[src/rtl/guess_scorer.sv]
// Guess-number scorer: snapshots question/answer digits on start, validates the
// guess, scores it as xAyB over four scan cycles and tracks attempts/win/game-over.
module guess_scorer #(
  parameter int MAX_ATTEMPTS = 10,
  parameter int ATT_W        = 4
) (
  input  logic             clock,
  input  logic             reset_n,
  input  logic             start,
  input  logic             new_game,
  input  logic [3:0]       q1,
  input  logic [3:0]       q2,
  input  logic [3:0]       q3,
  input  logic [3:0]       q4,
  input  logic [3:0]       a1,
  input  logic [3:0]       a2,
  input  logic [3:0]       a3,
  input  logic [3:0]       a4,
  output logic             busy,
  output logic             done,
  output logic [2:0]       a_count,
  output logic [2:0]       b_count,
  output logic             valid_guess,
  output logic             win,
  output logic             game_over,
  output logic [ATT_W-1:0] attempts
);

  typedef enum logic [1:0] {IDLE, CHECK, SCAN, REPORT} state_t;

  state_t          state_reg, state_next;
  logic            pend_reg, pend_next;
  logic [1:0]      idx_reg, idx_next;
  logic [2:0]      acc_a_reg, acc_a_next;
  logic [2:0]      acc_b_reg, acc_b_next;
  logic [3:0][3:0] q_reg, q_next;
  logic [3:0][3:0] a_reg, a_next;
  logic [2:0]      a_count_reg, a_count_next;
  logic [2:0]      b_count_reg, b_count_next;
  logic            valid_reg, valid_next;
  logic            win_reg, win_next;
  logic            game_over_reg, game_over_next;
  logic [ATT_W-1:0] attempts_reg, attempts_next;

  logic [3:0]  cur_a;
  logic [3:0]  q_match;
  logic [3:0]  over9;
  logic [15:0] pair_eq;
  logic        illegal;
  logic        hit_a;
  logic        hit_b;
  logic [2:0]  final_a;
  logic [2:0]  final_b;

  assign cur_a = a_reg[idx_reg];

  genvar gi, gj;
  generate
    for (gi = 0; gi < 4; gi++) begin : g_digit
      assign q_match[gi] = (cur_a == q_reg[gi]);
      assign over9[gi]   = (a_reg[gi] > 4'd9);
      // Upper triangle of the answer-digit equality matrix gives the 6 pairwise compares
      for (gj = 0; gj < 4; gj++) begin : g_pair
        if (gj > gi) begin : g_cmp
          assign pair_eq[gi*4+gj] = (a_reg[gi] == a_reg[gj]);
        end else begin : g_zero
          assign pair_eq[gi*4+gj] = 1'b0;
        end
      end
    end
  endgenerate

  assign illegal = (|over9) || (|pair_eq);
  assign hit_a   = q_match[idx_reg];
  assign hit_b   = !hit_a && (|q_match);
  assign final_a = acc_a_reg + 3'(hit_a);
  assign final_b = acc_b_reg + 3'(hit_b);

  always_comb begin
    state_next     = state_reg;
    pend_next      = pend_reg;
    idx_next       = idx_reg;
    acc_a_next     = acc_a_reg;
    acc_b_next     = acc_b_reg;
    q_next         = q_reg;
    a_next         = a_reg;
    a_count_next   = a_count_reg;
    b_count_next   = b_count_reg;
    valid_next     = valid_reg;
    win_next       = win_reg;
    game_over_next = game_over_reg;
    attempts_next  = attempts_reg;

    if (new_game) begin
      state_next     = IDLE;
      pend_next      = 1'b0;
      a_count_next   = 3'd0;
      b_count_next   = 3'd0;
      valid_next     = 1'b0;
      win_next       = 1'b0;
      game_over_next = 1'b0;
      attempts_next  = '0;
    end else begin
      case (state_reg)
        IDLE: begin
          // Start is captured with its digits on the sampling edge, acted on one edge later
          if (pend_reg) begin
            state_next = CHECK;
            pend_next  = 1'b0;
            acc_a_next = 3'd0;
            acc_b_next = 3'd0;
          end else if (start && !win_reg && !game_over_reg) begin
            pend_next = 1'b1;
            q_next    = {q4, q3, q2, q1};
            a_next    = {a4, a3, a2, a1};
          end
        end
        CHECK: begin
          if (illegal) begin
            state_next   = REPORT;
            a_count_next = 3'd0;
            b_count_next = 3'd0;
            valid_next   = 1'b0;
          end else begin
            state_next = SCAN;
            idx_next   = 2'd0;
          end
        end
        SCAN: begin
          acc_a_next = final_a;
          acc_b_next = final_b;
          idx_next   = idx_reg + 2'd1;
          if (idx_reg == 2'd3) begin
            // Results land on entry to REPORT so they are valid alongside done
            state_next    = REPORT;
            a_count_next  = final_a;
            b_count_next  = final_b;
            valid_next    = 1'b1;
            attempts_next = attempts_reg + ATT_W'(1);
            if (final_a == 3'd4) begin
              win_next = 1'b1;
            end else if (attempts_next == ATT_W'(MAX_ATTEMPTS)) begin
              game_over_next = 1'b1;
            end
          end
        end
        REPORT: begin
          state_next = IDLE;
        end
        default: begin
          state_next = IDLE;
        end
      endcase
    end
  end

  always_ff @(posedge clock or negedge reset_n) begin
    if (!reset_n) begin
      state_reg     <= IDLE;
      pend_reg      <= 1'b0;
      idx_reg       <= 2'd0;
      acc_a_reg     <= 3'd0;
      acc_b_reg     <= 3'd0;
      q_reg         <= '0;
      a_reg         <= '0;
      a_count_reg   <= 3'd0;
      b_count_reg   <= 3'd0;
      valid_reg     <= 1'b0;
      win_reg       <= 1'b0;
      game_over_reg <= 1'b0;
      attempts_reg  <= '0;
    end else begin
      state_reg     <= state_next;
      pend_reg      <= pend_next;
      idx_reg       <= idx_next;
      acc_a_reg     <= acc_a_next;
      acc_b_reg     <= acc_b_next;
      q_reg         <= q_next;
      a_reg         <= a_next;
      a_count_reg   <= a_count_next;
      b_count_reg   <= b_count_next;
      valid_reg     <= valid_next;
      win_reg       <= win_next;
      game_over_reg <= game_over_next;
      attempts_reg  <= attempts_next;
    end
  end

  assign busy        = (state_reg != IDLE);
  assign done        = (state_reg == REPORT);
  assign a_count     = a_count_reg;
  assign b_count     = b_count_reg;
  assign valid_guess = valid_reg;
  assign win         = win_reg;
  assign game_over   = game_over_reg;
  assign attempts    = attempts_reg;

endmodule

[config.mk]
export PLATFORM = sky130hd
export DESIGN_NAME = guess_scorer
export DESIGN_NICKNAME = d
export VERILOG_FILES = /design/src/rtl/guess_scorer.sv
export SDC_FILE = /design/constraint.sdc
export NUM_CORES = 1
export LEC_CHECK = 0
export ABC_CLOCK_PERIOD_IN_PS = 3800
export BUFFER_PORTS_ARGS = -buffer_cell sky130_fd_sc_hd__buf_4
export CORE_ASPECT_RATIO = 1.2
export CORE_MARGIN = 10
export CORE_UTILIZATION = 44
export DETAILED_ROUTE_END_ITERATION = 7
export GPL_TIMING_DRIVEN = 0
export PLACE_DENSITY = 0.76
export SLEW_MARGIN = 25
export SYNTH_ARGS = -nofsm -noshare
export SYNTH_HDL_FRONTEND = slang
export SYNTH_SLANG_ARGS = --single-unit
[constraint.sdc]
create_clock -name clock -period 3.8 [get_ports clock]
set_clock_uncertainty 0.2 [all_clocks]
set_input_delay 0.76 -clock clock [delete_from_list [all_inputs] [get_ports clock]]
set_output_delay 0.76 -clock clock [all_outputs]
set_load 0.005 [all_outputs]
# Yosys cells after proc, flatten, opt, wreduce, memory -nomap -nowiden
# Cells that the tools add are included.
# op_classes
order_cmp	5
addsub	4
reduce_logical	28
n_bitwise	2
muxes	41
n_eq_ne	22
# op_table
cell	n
equality test 4 bit	10
case mux 3 bit (2 select lines)	4
2-to-1 mux 1 bit	18
2-to-1 mux 3 bit	6
greater-than comparator 4 bit, second input constant	4
2-to-1 mux 4 bit	4
nonzero test 2 bit	8
AND reduction 3 bit	4
!= test 3 bit, second input constant	3
binary-select mux 4 bit (select 2 bit)	1
2-to-1 mux 2 bit	4
case mux 2 bit (4 select lines)	1
AND reduction 4 bit	2
OR reduction 4 bit	2
adder 3 x 1 -> 3 bit	2
equality test 2 bit, second input constant	3
!= test 2 bit, second input constant	3
OR reduction 6 bit	1
adder 4 x 1 -> 4 bit, second input constant	1
equality test 4 bit, second input constant	1
case mux 2 bit (2 select lines)	1
AND reduction 2 bit	2
equality test 3 bit, second input constant	1
logical AND 1 bit	3
10 further kinds	13
# word_totals
word_cells	121
output_inout_bits	15
regBits	56
inputBits	36

# Depth between registers and ports, before layout
# depth
depth_word	11
mapped_depth	14

# Worst setup path before layout
# Ideal clock, no wire load.
# synth_path
path_type	register to register
start	register idx_reg[0]
end	register game_over_reg (netlist: game_over)
arrival_time_ns	2.941
path_stages_with_launch	15
required_ns	3.468
path_buffers	2
slack_ns	0.527
path_cell_list	dfrtp_1 > buf_6 > buf_6 > mux4_2 > xnor2_1 > nand4_1 > mux4_2 > clkinv_2 > ha_1 > ha_1 > xor2_1 > nor3b_1 > nor3_1 > a31oi_1 > nor2_1
# synth_between
elab_chain_len	9
elab_cells_between_ends	14
classes_between	add/sub: 1; eq/ne: 7; mux: 4; reduce/logical: 2
# synth_rtl
element	line_no	source
start, declared	33	logic [1:0] idx_reg, idx_next;
start signal, assigned	175	idx_reg <= idx_next;
binary-select mux 4 bit (select 2 bit)	55	assign cur_a = a_reg[idx_reg];
2-to-1 mux 4 bit (implied by the code)	55	
equality test 4 bit	60	assign q_match[gi] = (cur_a == q_reg[gi]);
binary-select mux 1 bit (select 2 bit)	74	assign hit_a = q_match[idx_reg];
2-to-1 mux 1 bit (implied by the code)	74	
adder 3 x 1 -> 3 bit	76	assign final_a = acc_a_reg + 3'(hit_a);
equality test 3 bit	140	if (final_a == 3'd4) begin
!= test 2 bit (no source line)	--	
AND reduction 4 bit (no source line) *	--	
end signal, assigned	184	game_over_reg <= game_over_next;
end, declared	42	logic game_over_reg, game_over_next;
# Every way passes the cells marked *; elsewhere a longest branch is shown, timed or not. The select of a mux whose other input is x is not followed.
# A chain may end at the register's enable or synchronous reset.

# Final worst setup path
# Same ends and word-level chain as after synthesis.

==> out/results.tsv <==
stage	metric	value	unit
run_status	status	completed	
setup_path	cell-by-cell listing of the critical path	buf_6 -> buf_6 -> mux4_2 -> xnor2_1 -> nand4_1 -> mux4_2 -> clkinv_2 -> ha_1 -> ha_1 -> xor2_1 -> nor3b_4 -> nor3_1 -> a31oi_1 -> nor2_1	
synth	proportion of netlist area held by the largest area contributor	44.22	%
setup_path	Required @ worst endpoint	3.78	ns
synth	most common cell in the netlist	sky130_fd_sc_hd__dfrtp_1	
synth	register bit count reported by yosys	56	
setup_path	cell with the largest stage delay on the worst path	sky130_fd_sc_hd__mux4_2	
setup_path	Worst path max stage delay	0.61	ns
synth	Synthesis Warnings	0	
detailed_routing	Initial DRC Count	124	
synth	Yosys top cell by area	sky130_fd_sc_hd__dfrtp_1	
floorplan	initial standard-cell utilization of the core	45.69	%
global_route	global-route wire length before repair	11090	um
detailed_routing	detail-routed via count per cell	5.340	
floorplan	die boundary width	97.48	um
placement	HPWL after detailed placement	5015	um
setup_path	CP endpoint kind	register	
floorplan	area of the die	11010	um2
pwr	internal power component	1.739	mW
global_route	number of global-route vias before repair	2224	
pwr	VDD IR max	0.3904	mV
global_route	number of antenna violations at the first check in global routing	0	
cells_and_area	number of filler instances in the final layout	639	
pwr	part of the power in registers	33.5	%
cells_and_area	area growth from synthesis to layout	19.27	%
synth	predominant post-synthesis flop cell	sky130_fd_sc_hd__dfrtp_1	
cts	clock sink count	56	
synth	fraction of the yosys area taken by sequential cells	44.22	%
cts	clock buffer depth	2	
timing	slew at the pin closest to its max-slew limit	0.7143	ns
global_route	total global routing overflow	0	
detailed_routing	drt total wl	6556	um
hold_path	Hold Crit Class	in -> async	
placement	placer's final routability congestion estimate	0.8572	
timing	setup_tns	0	ns
cells_and_area	final cell utilization of the core	54.49	%
cells_and_area	Final #Nets	386	
pwr	fraction of power spent switching nets	38.05	%
pwr	leakage power	1.727	nW
synth	count of cell types in the netlist	43	
setup_path	kind of start point of the critical path	register	
cts	clock latency at the later pin of the worst-skew pair	0.31	ns
synth	leading cell types by count after synthesis	sky130_fd_sc_hd__dfrtp_1, sky130_fd_sc_hd__xnor2_1, sky130_fd_sc_hd__mux2_2	
pwr	clock share of power	11.6	%
cts	register clock-pin slew on the reported worst setup and hold paths	0.09	ns
timing	post-route minimum period	3.585	ns
placement	worst slack at placement	0.08637	ns
cts	CTS Root Cell	sky130_fd_sc_hd__clkbuf_8	
cts	H-tree depth	2	
synth	syn_nets	328	
timing	maximum clock frequency	0.2789	GHz
pwr	power per cell area	742.4	nW/um2
floorplan	DIE HEIGHT	113.0	um
timing	final clock period utilization by the worst path	94.35	%
synth	Post-Synthesis Cell Area	3169	um2
synth	proportion of synthesized flip-flops having asynchronous set or reset	100.0	%
timing	headroom to the max-slew limit	52.38	%
timing	number of setup violations in the final report	0	
detailed_routing	via total after detailed routing	2275	
detailed_routing	number of optimization iterations in the first detailed-route pass	4	
pwr	total power draw	2.806	mW
detailed_routing	average routed wire per standard cell	15.39	um
detailed_routing	number of design rule violations left after detail routing	0	
global_route	GR Util All Layers	11.88	%
cts	hold bufs inserted after CTS	0	
synth	number of synthesized flops with an enable pin	0	
setup_path	CP max FO	10	
cts	clock buffers created by TritonCTS	5	
pwr	Net Switching	1.068	mW
setup_path	Buf/Inv on CP	3	
floorplan	number of rows created at floorplan	33	
cells_and_area	n_diodes	0	
floorplan	top-level I/O count	51	
placement	cell count after placement	416	
placement	total of buffers placed on input and output ports	49	
cells_and_area	fraction of layout instances using a drive strength above 1	33.33	%
global_route	largest net degree at the start of global routing	57	
timing	PnR worst setup slack	0.2147	ns
flow_run	number of max-cap violations	0	
synth	synth top area cells	sky130_fd_sc_hd__dfrtp_1, sky130_fd_sc_hd__mux2_2, sky130_fd_sc_hd__xnor2_1, sky130_fd_sc_hd__ha_1, sky130_fd_sc_hd__xor2_1	
detailed_routing	Post-DRT Antenna Nets	0	
synth	syn_area_per_cell	11.32	um2
floorplan	core footprint	6937	um2
pwr	part of the power in combinational logic	54.9	%
cts	TritonCTS clock tree	built	
timing	Final Hold Fails	0	
setup_path	family with the most delay on the worst path	multiplexers	
synth	Gate Count Post-Synth	280	
cells_and_area	Post-Layout Cell Count	426	
setup_path	start-to-end type of the worst setup path	reg -> reg	
setup_path	Data arrival, critical path	3.57	ns
timing	Final Max Tran Viols	0	
cells_and_area	final design area excluding fillers	3780	um2
timing	Hold Worst Slack	0.2900	ns
placement	Placement Cell Area	3646	um2
==> cell type report <==
| cell class | count | area (um2) | area share, % |
|---|---|---|---|
| repair buffers | 52 | 390.4 | 10.33 |
| clock buffers | 6 | 72.57 | 1.920 |
| plain buffers | 23 | 116.4 | 3.078 |
| clock inverters | 2 | 16.27 | 0.4303 |
| inverters | 10 | 38.79 | 1.026 |
| flip-flops and latches | 56 | 1401 | 37.07 |
| well taps | 87 | 108.9 | 2.880 |
| multi-input cells | 190 | 1635 | 43.26 |
==> kinds of logic after synthesis <==
group                    count (synthesis)  share of synthesized area [%]
XOR/XNOR                                46                          12.71
adder cells (fa/ha/maj)                 12                          4.737
flip-flops                              56                          44.22
multiplexers                            40                          16.11
buffers and inverters                   34                          5.013
AO/OA/AOI/OAI                           40                          8.606
AND/OR/NAND/NOR                         52                          8.607
==> final timing paths <==
check | start | to | slack, ns | cells after the start
hold reg to reg | pend_reg | pend_reg | 0.31 | 2
setup reg to reg | idx_reg[0] | game_over | 0.21 | 14
setup / recovery | idx_reg[0] | game_over | 0.21 | 14
hold / removal | reset_n | a_reg[13] | 0.29 | 1
max in group asynchronous | reset_n | valid_guess | 2.62 | 1
min in group clock | pend_reg | pend_reg | 0.31 | 2
==> timing repair <==
action,4_1_cts,5_1_grt
resized for setup,0,4
setup buffers,0,3
setup endpoints to repair,0,1
==> placed cells by master, fill, tap and decap left out, types with 2 or more instances in the layout <==
cell type,Yosys,layout
sky130_fd_sc_hd__clkbuf_1,7,7
sky130_fd_sc_hd__mux4_1,2,2
sky130_fd_sc_hd__mux4_2,3,3
sky130_fd_sc_hd__xnor2_2,0,2
sky130_fd_sc_hd__a21oi_1,9,9
sky130_fd_sc_hd__o21ai_0,10,10
sky130_fd_sc_hd__clkbuf_8,0,5
sky130_fd_sc_hd__buf_6,2,2
sky130_fd_sc_hd__a22o_1,8,8
sky130_fd_sc_hd__nor2_1,14,14
sky130_fd_sc_hd__a211oi_1,2,2
sky130_fd_sc_hd__xnor2_1,34,32
sky130_fd_sc_hd__dfrtp_1,56,56
sky130_fd_sc_hd__a32o_1,4,4
sky130_fd_sc_hd__buf_4,0,52
sky130_fd_sc_hd__ha_1,12,12
sky130_fd_sc_hd__mux2_2,32,32
sky130_fd_sc_hd__buf_2,11,11
sky130_fd_sc_hd__a31oi_1,2,2
sky130_fd_sc_hd__inv_1,9,9
sky130_fd_sc_hd__xor2_1,12,12
sky130_fd_sc_hd__buf_1,3,3
sky130_fd_sc_hd__nand3_1,7,7
sky130_fd_sc_hd__nand2_1,9,9
sky130_fd_sc_hd__mux2i_1,3,3
sky130_fd_sc_hd__nand4_1,9,9
==> power by group through the flow <==
stage          Clock (mW)  Combinational [mW]  Sequential [mW]
3_3_place_gp            0                1.46            0.935
6_report            0.325                1.54            0.941
2_1_floorplan           0                1.24            0.904
5_1_grt             0.364                1.72            0.965
4_1_cts             0.340                1.51            0.929
3_5_place_dp            0                1.50            0.941
==> metal layers <==
layer / global-route usage, % / vias up / wire [um]
li1: - / 1096 / -
met1: 13.85 / 1122 / 2723
met2: 20.75 / 53 / 3372
met3: 3.652 / 4 / 404
met4: 2.913 / 0 / 55
met5: 0 / - / 0
No activity file was read; power rests on OpenSTA's default activity.
